$ cat config.mk
export PLATFORM = sky130hd
export DESIGN_NAME = rf_read_port_unit
export DESIGN_NICKNAME = d
export VERILOG_FILES = /design/src/rtl/rf_pkg.sv /design/src/rtl/rf_read_mux.sv /design/src/rtl/rf_read_port_unit.sv
export SDC_FILE = /design/constraint.sdc
export NUM_CORES = 1
export LEC_CHECK = 0
export BUFFER_PORTS_ARGS = -buffer_cell sky130_fd_sc_hd__buf_2
export CORE_ASPECT_RATIO = 0.7
export CORE_MARGIN = 2
export CORE_UTILIZATION = 35
export CTS_BUF_LIST = sky130_fd_sc_hd__clkbuf_8
export DETAILED_ROUTE_END_ITERATION = 8
export PLACE_DENSITY = 0.55
export SYNTH_ARGS = -nofsm -noshare
export SYNTH_HDL_FRONTEND = slang
export SYNTH_SLANG_ARGS = --single-unit
$ cat constraint.sdc
create_clock -name clk -period 2.64 [get_ports clk]
set_clock_uncertainty 0.15 [all_clocks]
set_input_delay 0.264 -clock clk [delete_from_list [all_inputs] [get_ports clk]]
set_output_delay 0.264 -clock clk [all_outputs]
set_load 0.1 [all_outputs]
$ cat src/rtl/rf_pkg.sv
//------------------------------------------------------------------------------
// rf_pkg : shared sizes, types and helpers for the register-file read side.
// Rev 1.0
//------------------------------------------------------------------------------
`default_nettype none

package rf_pkg;

  localparam int REG_ID_W   = 4;
  localparam int NUM_REGS   = 16;
  localparam int DEF_DATA_W = 16;

  typedef logic [REG_ID_W-1:0] reg_id_t;
  typedef logic [NUM_REGS-1:0] wordline_t;

  // True when more than one wordline bit is high (clearing the lowest set bit leaves something).
  function automatic logic multi_hot(input wordline_t wl);
    return (wl & (wl - wordline_t'(1))) != '0;
  endfunction

endpackage

`default_nettype wire

$ cat src/rtl/rf_read_mux.sv
//------------------------------------------------------------------------------
// rf_read_mux : 16:1 register select with optional write bypass and R0 masking.
// Optional feature macro: RF_WRITE_BYPASS_EN. Rev 1.0
//------------------------------------------------------------------------------
`default_nettype none

module rf_read_mux
  import rf_pkg::*;
#(
  parameter int DATA_W  = DEF_DATA_W,
  parameter int ZERO_R0 = 0
) (
  input  logic [NUM_REGS*DATA_W-1:0] rf_flat,
  input  logic [REG_ID_W-1:0]        sel,
  input  logic [NUM_REGS-1:0]        wordline,
  input  logic [DATA_W-1:0]          dst_data,
  output logic [DATA_W-1:0]          rd_data
);

  logic [DATA_W-1:0] w_sel_data;

  always_comb begin
    w_sel_data = '0;
    for (int i = 0; i < NUM_REGS; i++) begin
      if (sel == reg_id_t'(i)) begin
        w_sel_data = rf_flat[i*DATA_W +: DATA_W];
      end
    end
  end

`ifdef RF_WRITE_BYPASS_EN
  logic [DATA_W-1:0] w_byp_data;

  always_comb begin
    w_byp_data = w_sel_data;
    if (wordline[sel]) begin
      w_byp_data = dst_data;
    end
  end
`else
  logic [DATA_W-1:0] w_byp_data;
  logic              w_unused_byp;

  assign w_byp_data   = w_sel_data;
  assign w_unused_byp = ^{wordline, dst_data};
`endif

  // R0 masking sits after the bypass so a same-edge write to R0 never leaks out.
  always_comb begin
    rd_data = w_byp_data;
    if ((ZERO_R0 != 0) && (sel == '0)) begin
      rd_data = '0;
    end
  end

endmodule

`default_nettype wire

$ cat src/rtl/rf_read_port_unit.sv
//------------------------------------------------------------------------------
// rf_read_port_unit : 16-entry register file with two registered read ports.
// Optional feature macro: RF_WRITE_BYPASS_EN. Rev 1.0
//------------------------------------------------------------------------------
`default_nettype none

module rf_read_port_unit
  import rf_pkg::*;
#(
  parameter int DATA_W  = DEF_DATA_W,
  parameter int ZERO_R0 = 0
) (
  input  logic              clk,
  input  logic              rst_n,
  input  logic [15:0]       wordline,
  input  logic [DATA_W-1:0] dst_data,
  input  logic [3:0]        src_reg1,
  input  logic [3:0]        src_reg2,
  input  logic              rd_req,
  input  logic              stall,
  output logic [DATA_W-1:0] src_data1,
  output logic [DATA_W-1:0] src_data2,
  output logic              rd_valid,
  output logic              onehot_err
);

  logic [NUM_REGS*DATA_W-1:0] r_rf;
  logic [DATA_W-1:0]          r_src_data1;
  logic [DATA_W-1:0]          r_src_data2;
  logic                       r_rd_valid;
  logic                       r_onehot_err;
  logic [NUM_REGS-1:0]        w_we;
  logic [DATA_W-1:0]          w_rd1;
  logic [DATA_W-1:0]          w_rd2;

  // R0 keeps its wordline bit for the one-hot check but never stores when hardwired.
  for (genvar i = 0; i < NUM_REGS; i++) begin : g_we
    if ((ZERO_R0 != 0) && (i == 0)) begin : g_r0_ro
      assign w_we[i] = 1'b0;
    end else begin : g_rw
      assign w_we[i] = wordline[i];
    end
  end

  always_ff @(posedge clk or negedge rst_n) begin
    if (!rst_n) begin
      r_rf <= '0;
    end else begin
      for (int i = 0; i < NUM_REGS; i++) begin
        if (w_we[i]) begin
          r_rf[i*DATA_W +: DATA_W] <= dst_data;
        end
      end
    end
  end

  rf_read_mux #(
    .DATA_W  (DATA_W),
    .ZERO_R0 (ZERO_R0)
  ) u_mux1 (
    .rf_flat  (r_rf),
    .sel      (src_reg1),
    .wordline (wordline),
    .dst_data (dst_data),
    .rd_data  (w_rd1)
  );

  rf_read_mux #(
    .DATA_W  (DATA_W),
    .ZERO_R0 (ZERO_R0)
  ) u_mux2 (
    .rf_flat  (r_rf),
    .sel      (src_reg2),
    .wordline (wordline),
    .dst_data (dst_data),
    .rd_data  (w_rd2)
  );

  // Stall freezes the whole read side, including a valid that is already high.
  always_ff @(posedge clk or negedge rst_n) begin
    if (!rst_n) begin
      r_src_data1 <= '0;
      r_src_data2 <= '0;
      r_rd_valid  <= 1'b0;
    end else if (!stall) begin
      r_rd_valid <= rd_req;
      if (rd_req) begin
        r_src_data1 <= w_rd1;
        r_src_data2 <= w_rd2;
      end
    end
  end

  always_ff @(posedge clk or negedge rst_n) begin
    if (!rst_n) begin
      r_onehot_err <= 1'b0;
    end else if (multi_hot(wordline)) begin
      r_onehot_err <= 1'b1;
    end
  end

  assign src_data1  = r_src_data1;
  assign src_data2  = r_src_data2;
  assign rd_valid   = r_rd_valid;
  assign onehot_err = r_onehot_err;

endmodule

`default_nettype wire

# Word level (Yosys, flattened, before mapping)
# Cells that the tools add are included.
# totals
inputBits	44
output_inout_bits	34
elab_cells	89
register_bits	290
# op_classes
n_mux	32
n_bitwise	2
n_addsub	1
reduce_logical	4
eq_ne	30
# ops
cell	count
$mux W16	32
$eq A4 B4 Y1 const B	16
$eq A4 B3 Y1 const B	8
$and A16 B16 Y16	1
$eq A4 B2 Y1 const B	4
$reduce_bool A16 Y1	1
$sub A16 B1 Y16 const B	1
$eq A4 B1 Y1 const B	2
$logic_not A4 Y1	2
$reduce_and A2 Y1	1
$not A1 Y1	1

# Longest topological paths before layout
# depth
word_depth	17
mapped_depth	9

# Modules after synthesis
# From an unflattened synthesis, not the netlist that was laid out.
# unflattened
cells_unflattened	1456
area_unflattened_um2	16463.3
# by_module_without_submodules
module	cells_each	area_per_inst_um2	instances
rf_read_port_unit	654	10887.9	1
rf_read_mux	401	2787.7	2

# Worst setup path before layout
# Ideal clock, no wire load.
# synth_path
path_type	input port to flip-flop
startpoint	input wordline[2]
endpoint	register r_onehot_err, in the netlist onehot_err
n_path_buf	1
arrival_time_ns	1.511
setup_slack_ns	0.858
path_stages	6
path_cell_list	buf_4 -> or4_4 -> nor4_4 -> o211ai_1 -> a32oi_1 -> nand2_1
# synth_via
elab_chain_cells	3
# synth_rtl
element	line_no	source
from (decl)	rf_read_port_unit.sv:15	input logic [15:0] wordline,
$sub A16 B1 Y16	rf_pkg.sv:18	return (wl & (wl - wordline_t'(1))) != '0;
$and A16 B16 Y16 (*)	rf_pkg.sv:18	
$reduce_bool A16 Y1 (*)	rf_pkg.sv:18	
to (signal assigned)	rf_read_port_unit.sv:96	r_onehot_err <= 1'b0;
to (signal assigned)	rf_read_port_unit.sv:98	r_onehot_err <= 1'b1;
to (decl)	rf_read_port_unit.sv:31	logic r_onehot_err;
# Mark *: on every way between the ends. The rest lies on a longest branch, timed or not.
# A chain may end at the register's enable or synchronous reset.

# Worst setup path after layout
# layout_path
startpoint	register r_src_data2[15], in the netlist src_data2[15]
endpoint	output src_data2[15]
# layout_lines
element	line_no	source
from (decl)	rf_read_port_unit.sv:29	logic [DATA_W-1:0] r_src_data2;
from (signal assigned)	rf_read_port_unit.sv:89	r_src_data2 <= w_rd2;
to (decl)	rf_read_port_unit.sv:22	output logic [DATA_W-1:0] src_data2,
# No word-level cell between the ends.

==> summary.md <==
| Metric | Value |
|---|---|
| WL met3 | `6580 um` |
| Initial Utilization | `~36%` |
| Distinct cells, synth | `a little under 80` |
| Layout Nets | `1,605` |
| Comb power frac | `23.6%` |
| Clk sinks | `290` |
| # IOs | `slightly below 80` |
| Post-Syn Nets | `1,480` |
| RR Endpoint | `src_data1[1]` |
| Crit Reg-Reg Startpoint | `r_rf[1]` |
| R2R cell count | `6` |
| Pint | `~8.3 mW` |
| Crit Path Max Fanout | `2` |
| Reg clk slew, reported paths | `0.07 ns` |
| Crit start category | `flip-flop` |
| Post-CTS resize count | `0` |
| Vias in the first global route | `roughly 13,000` |
| PortBufs | `77` |
| Final setup margin | `slightly below 0.7 ns` |
| Setup CP Type | `flip-flop to output port` |
| Hold depth | `3` |
| Gr ovfl total | `0` |
| CP cell instances | `buf_2` |
| Setup Fix Bufs, Post-CTS | `0` |
| Largest net degree at the start of global routing | `between 70 and 80` |
| Leakage | `7.79 nW` |
| Run status | `completed` |
| Worst hold endpoint | `src_data2[11]` |
| Ratio of cells with drive above 1 in the final layout | `between 30% and 40%` |
| CTS root buf | `clkbuf_8` |
| CP top delay family | `buffers and inverters` |
| Net Sw Power | `around 4.4 mW` |
| Setup repair after global routing missed its margin | `no` |
| First-pass GRT wire length | `between 90,000 and 100,000 um` |
| Rel. slew slack | `37.9%` |
| CTS H-Tree Depth | `2` |
| Crit path depth | `1` |
| Hold slack | `roughly 0.036 ns` |
| Vias per cell | `6.11` |
| Via count | `roughly 13,000` |
| Final Slew Violations | `0` |
| Die Height | `about 180 um` |
| Worst-Margin Slew | `around 0.93 ns` |
| WL met1 | `28,400 um` |
| Synthesized area per cell | `11.3 sq um` |
| R2R setup slack | `around 0.8 ns` |
| Initial drt markers | `1,643` |
| Fill count | `approximately 4,300` |
| Routability Congestion | `a little under 1` |
| Critical hold path startpoint | `src_reg2[3]` |
| Initial antenna violation count | `2` |
| Setup-failing EPs final | `0` |
| Most frequent cells in the layout | `290 x dfrtp_1, 284 x mux2_2, 115 x o21ai_0, 109 x buf_4, 73 x buf_2` |
| Post-synth top flop | `dfrtp_1` |
| Worst hold path class | `input pin to flip-flop` |
| DP Worst Slack | `about 0.25 ns` |
| WL per Instance | `around 29 um` |
| Core ar. | `between 0.04 and 0.05 sq mm` |
| Metal2 WL | `about 27,000 um` |
| Commonest non-fill, non-tap cell in the layout | `dfrtp_1` |
| Seq cells post-synth | `290` |
| Synth-to-layout area growth | `16.5%` |
| Critical path's slowest cell | `buf_2` |
| Buf/Inv on CP | `1` |
| # DRC | `0` |
| Dpl hpwl | `approximately 43,000 um` |
| Top Layer Used | `met4` |
| Power Density | `slightly below 700 mW/mm^2` |
| Worst path required time | `2.23 ns` |
| EDFF count, synth | `0` |
| Setup Total Neg Slack | `0 ns` |
| Drt total wl | `approximately 63,000 um` |
| TritonCTS Buffers | `47` |
| Post-Syn Area | `about 0.016 sq mm` |
| Die area | `around 0.048 sq mm` |
| DR pass1 iterations | `5` |
| Yosys warns | `0` |
| Max Clk Rate | `between 500 and 600 MHz` |
| Arr. time, crit path | `around 1.6 ns` |
| Max VDD drop | `0.000499 V` |
| Clock power share | `33.8%` |
| Cells after Synth | `1,436` |
| Die W | `between 200 and 300 um` |
| Clock insertion delay at the later pin of the skew report | `approximately 0.6 ns` |
| Final hold vios | `0` |
| Worst Setup End Kind | `output port` |
| GRT Overall Usage | `between 20% and 30%` |
| CP peak stage delay | `around 0.48 ns` |
| Part of the power in registers | `a little over two fifths` |
| Async SR Flop Fraction | `between 90% and 100%` |
| Switch share | `34.5%` |
| Post-route clock period utilization | `around three quarters` |
| Seq/Total Area, Yosys | `between 40% and 50%` |
| CTS Buffer Depth | `3` |
| Number of nets with antenna violations after routing | `0` |
| Fin crit period | `between 1.5 and 2 ns` |
| Max-cap violations | `0` |
| CTS tree | `done` |
| Rows | `65` |
## layout make-up
class                   instances  area [sq um]  area share [%]
diodes                          1          2.50          0.0133
clock buffers                  63           867            4.60
clock inverters                20           145           0.771
inverters                      15          56.3           0.299
multi-input cells             994          8140            43.2
flip-flops and latches        290          7260            38.5
well taps                     603           754            4.01
repair buffers                213          1610            8.54
## how the worst max path moves through the flow
stage                               end  slack [ns]     startpoint
final                     src_data2[15]        0.68  src_data2[15]
after global routing       src_data1[1]        0.56        r_rf[1]
after CTS                 src_data2[15]        0.66  src_data2[15]
after detailed placement   src_data2[7]        0.25    src_reg2[0]
after global placement     src_data2[3]        0.23    src_reg2[0]
after floorplan              onehot_err        0.86    wordline[2]
## kinds of logic (layout without fill, tap and decap cells)
logic type               count (synthesis)  in the layout  synth area share (%)
multiplexers                           373            373                  27.5
AND/OR/NAND/NOR                        247            247                  7.74
adder cells (fa/ha/maj)                  1              1                0.0619
AO/OA/AOI/OAI                          373            373                  15.0
flip-flops                             290            290                  44.9
other                                    0              1                     0
buffers and inverters                  152            311                  4.81
## synth_stat cells, types with 7 or more instances
cell / n / area share, %
a211oi_1: 12 / 0.56
a21o_1: 9 / 0.42
a21oi_1: 60 / 1.9
a221oi_1: 15 / 0.81
a22oi_1: 12 / 0.56
a2bb2oi_1: 8 / 0.43
a31oi_1: 22 / 0.85
and3_1: 11 / 0.43
buf_1: 8 / 0.19
buf_2: 38 / 1.2
buf_4: 18 / 0.84
buf_6: 7 / 0.49
clkbuf_1: 63 / 1.5
dfrtp_1: 290 / 45
inv_1: 14 / 0.33
mux2_2: 284 / 20
mux2i_1: 59 / 3.7
mux4_2: 29 / 4.0
nand2_1: 54 / 1.3
nand2b_1: 22 / 0.85
nand3_1: 11 / 0.34
nand4_1: 11 / 0.43
nor2_1: 71 / 1.6
nor2b_1: 16 / 0.62
nor3_1: 18 / 0.56
o211ai_1: 8 / 0.37
o21ai_0: 115 / 3.6
o221ai_1: 7 / 0.38
o22ai_1: 33 / 1.3
o31ai_1: 7 / 0.33
## metal layers
layer / up-vias / track usage [%]
met3: 125 / 6.93
met4: 0 / 7.54
met5: - / 0
met2: 736 / 38.5
met1: 6925 / 39.0
li1: 5647 / -
## power by group through the flow
stage / sequential, mW / combinational [mW] / clock (mW)
2_1_floorplan: 5.97 / 1.41 / 0
3_3_place_gp: 5.47 / 2.92 / 0
3_5_place_dp: 5.48 / 2.95 / 0
4_1_cts: 5.40 / 2.99 / 4.36
5_1_grt: 5.47 / 3.18 / 4.58
6_report: 5.42 / 3.01 / 4.31
## registers in the layout, indices dropped and copies added (netlist names)
signal / flops
src_data1: 16
src_data2: 16
r_rf: 256
rd_valid: 1
onehot_err: 1
## timing repair
| item | 4_1_cts | 5_1_grt |
|---|---|---|
| endpoints found under the setup margin | 0 | 0 |
| hold buffers | 19 | 0 |
| endpoints found under the hold margin | 290 | 0 |
## through the flow
step | total power [mW] | utilization, % | instances | instance area (sq um)
2_1_floorplan | 7.38 | - | 1436 | 16200
3_3_place_gp | 8.39 | 38.9 | 2096 | 17600
3_5_place_dp | 8.43 | 38.9 | 2096 | 17600
4_1_cts | 12.8 | 41.6 | 2198 | 18800
5_1_grt | 13.2 | 41.6 | 2198 | 18800
6_report | 12.7 | 41.6 | 2199 | 18800
Note: power is estimated with default switching activity, not from simulation.
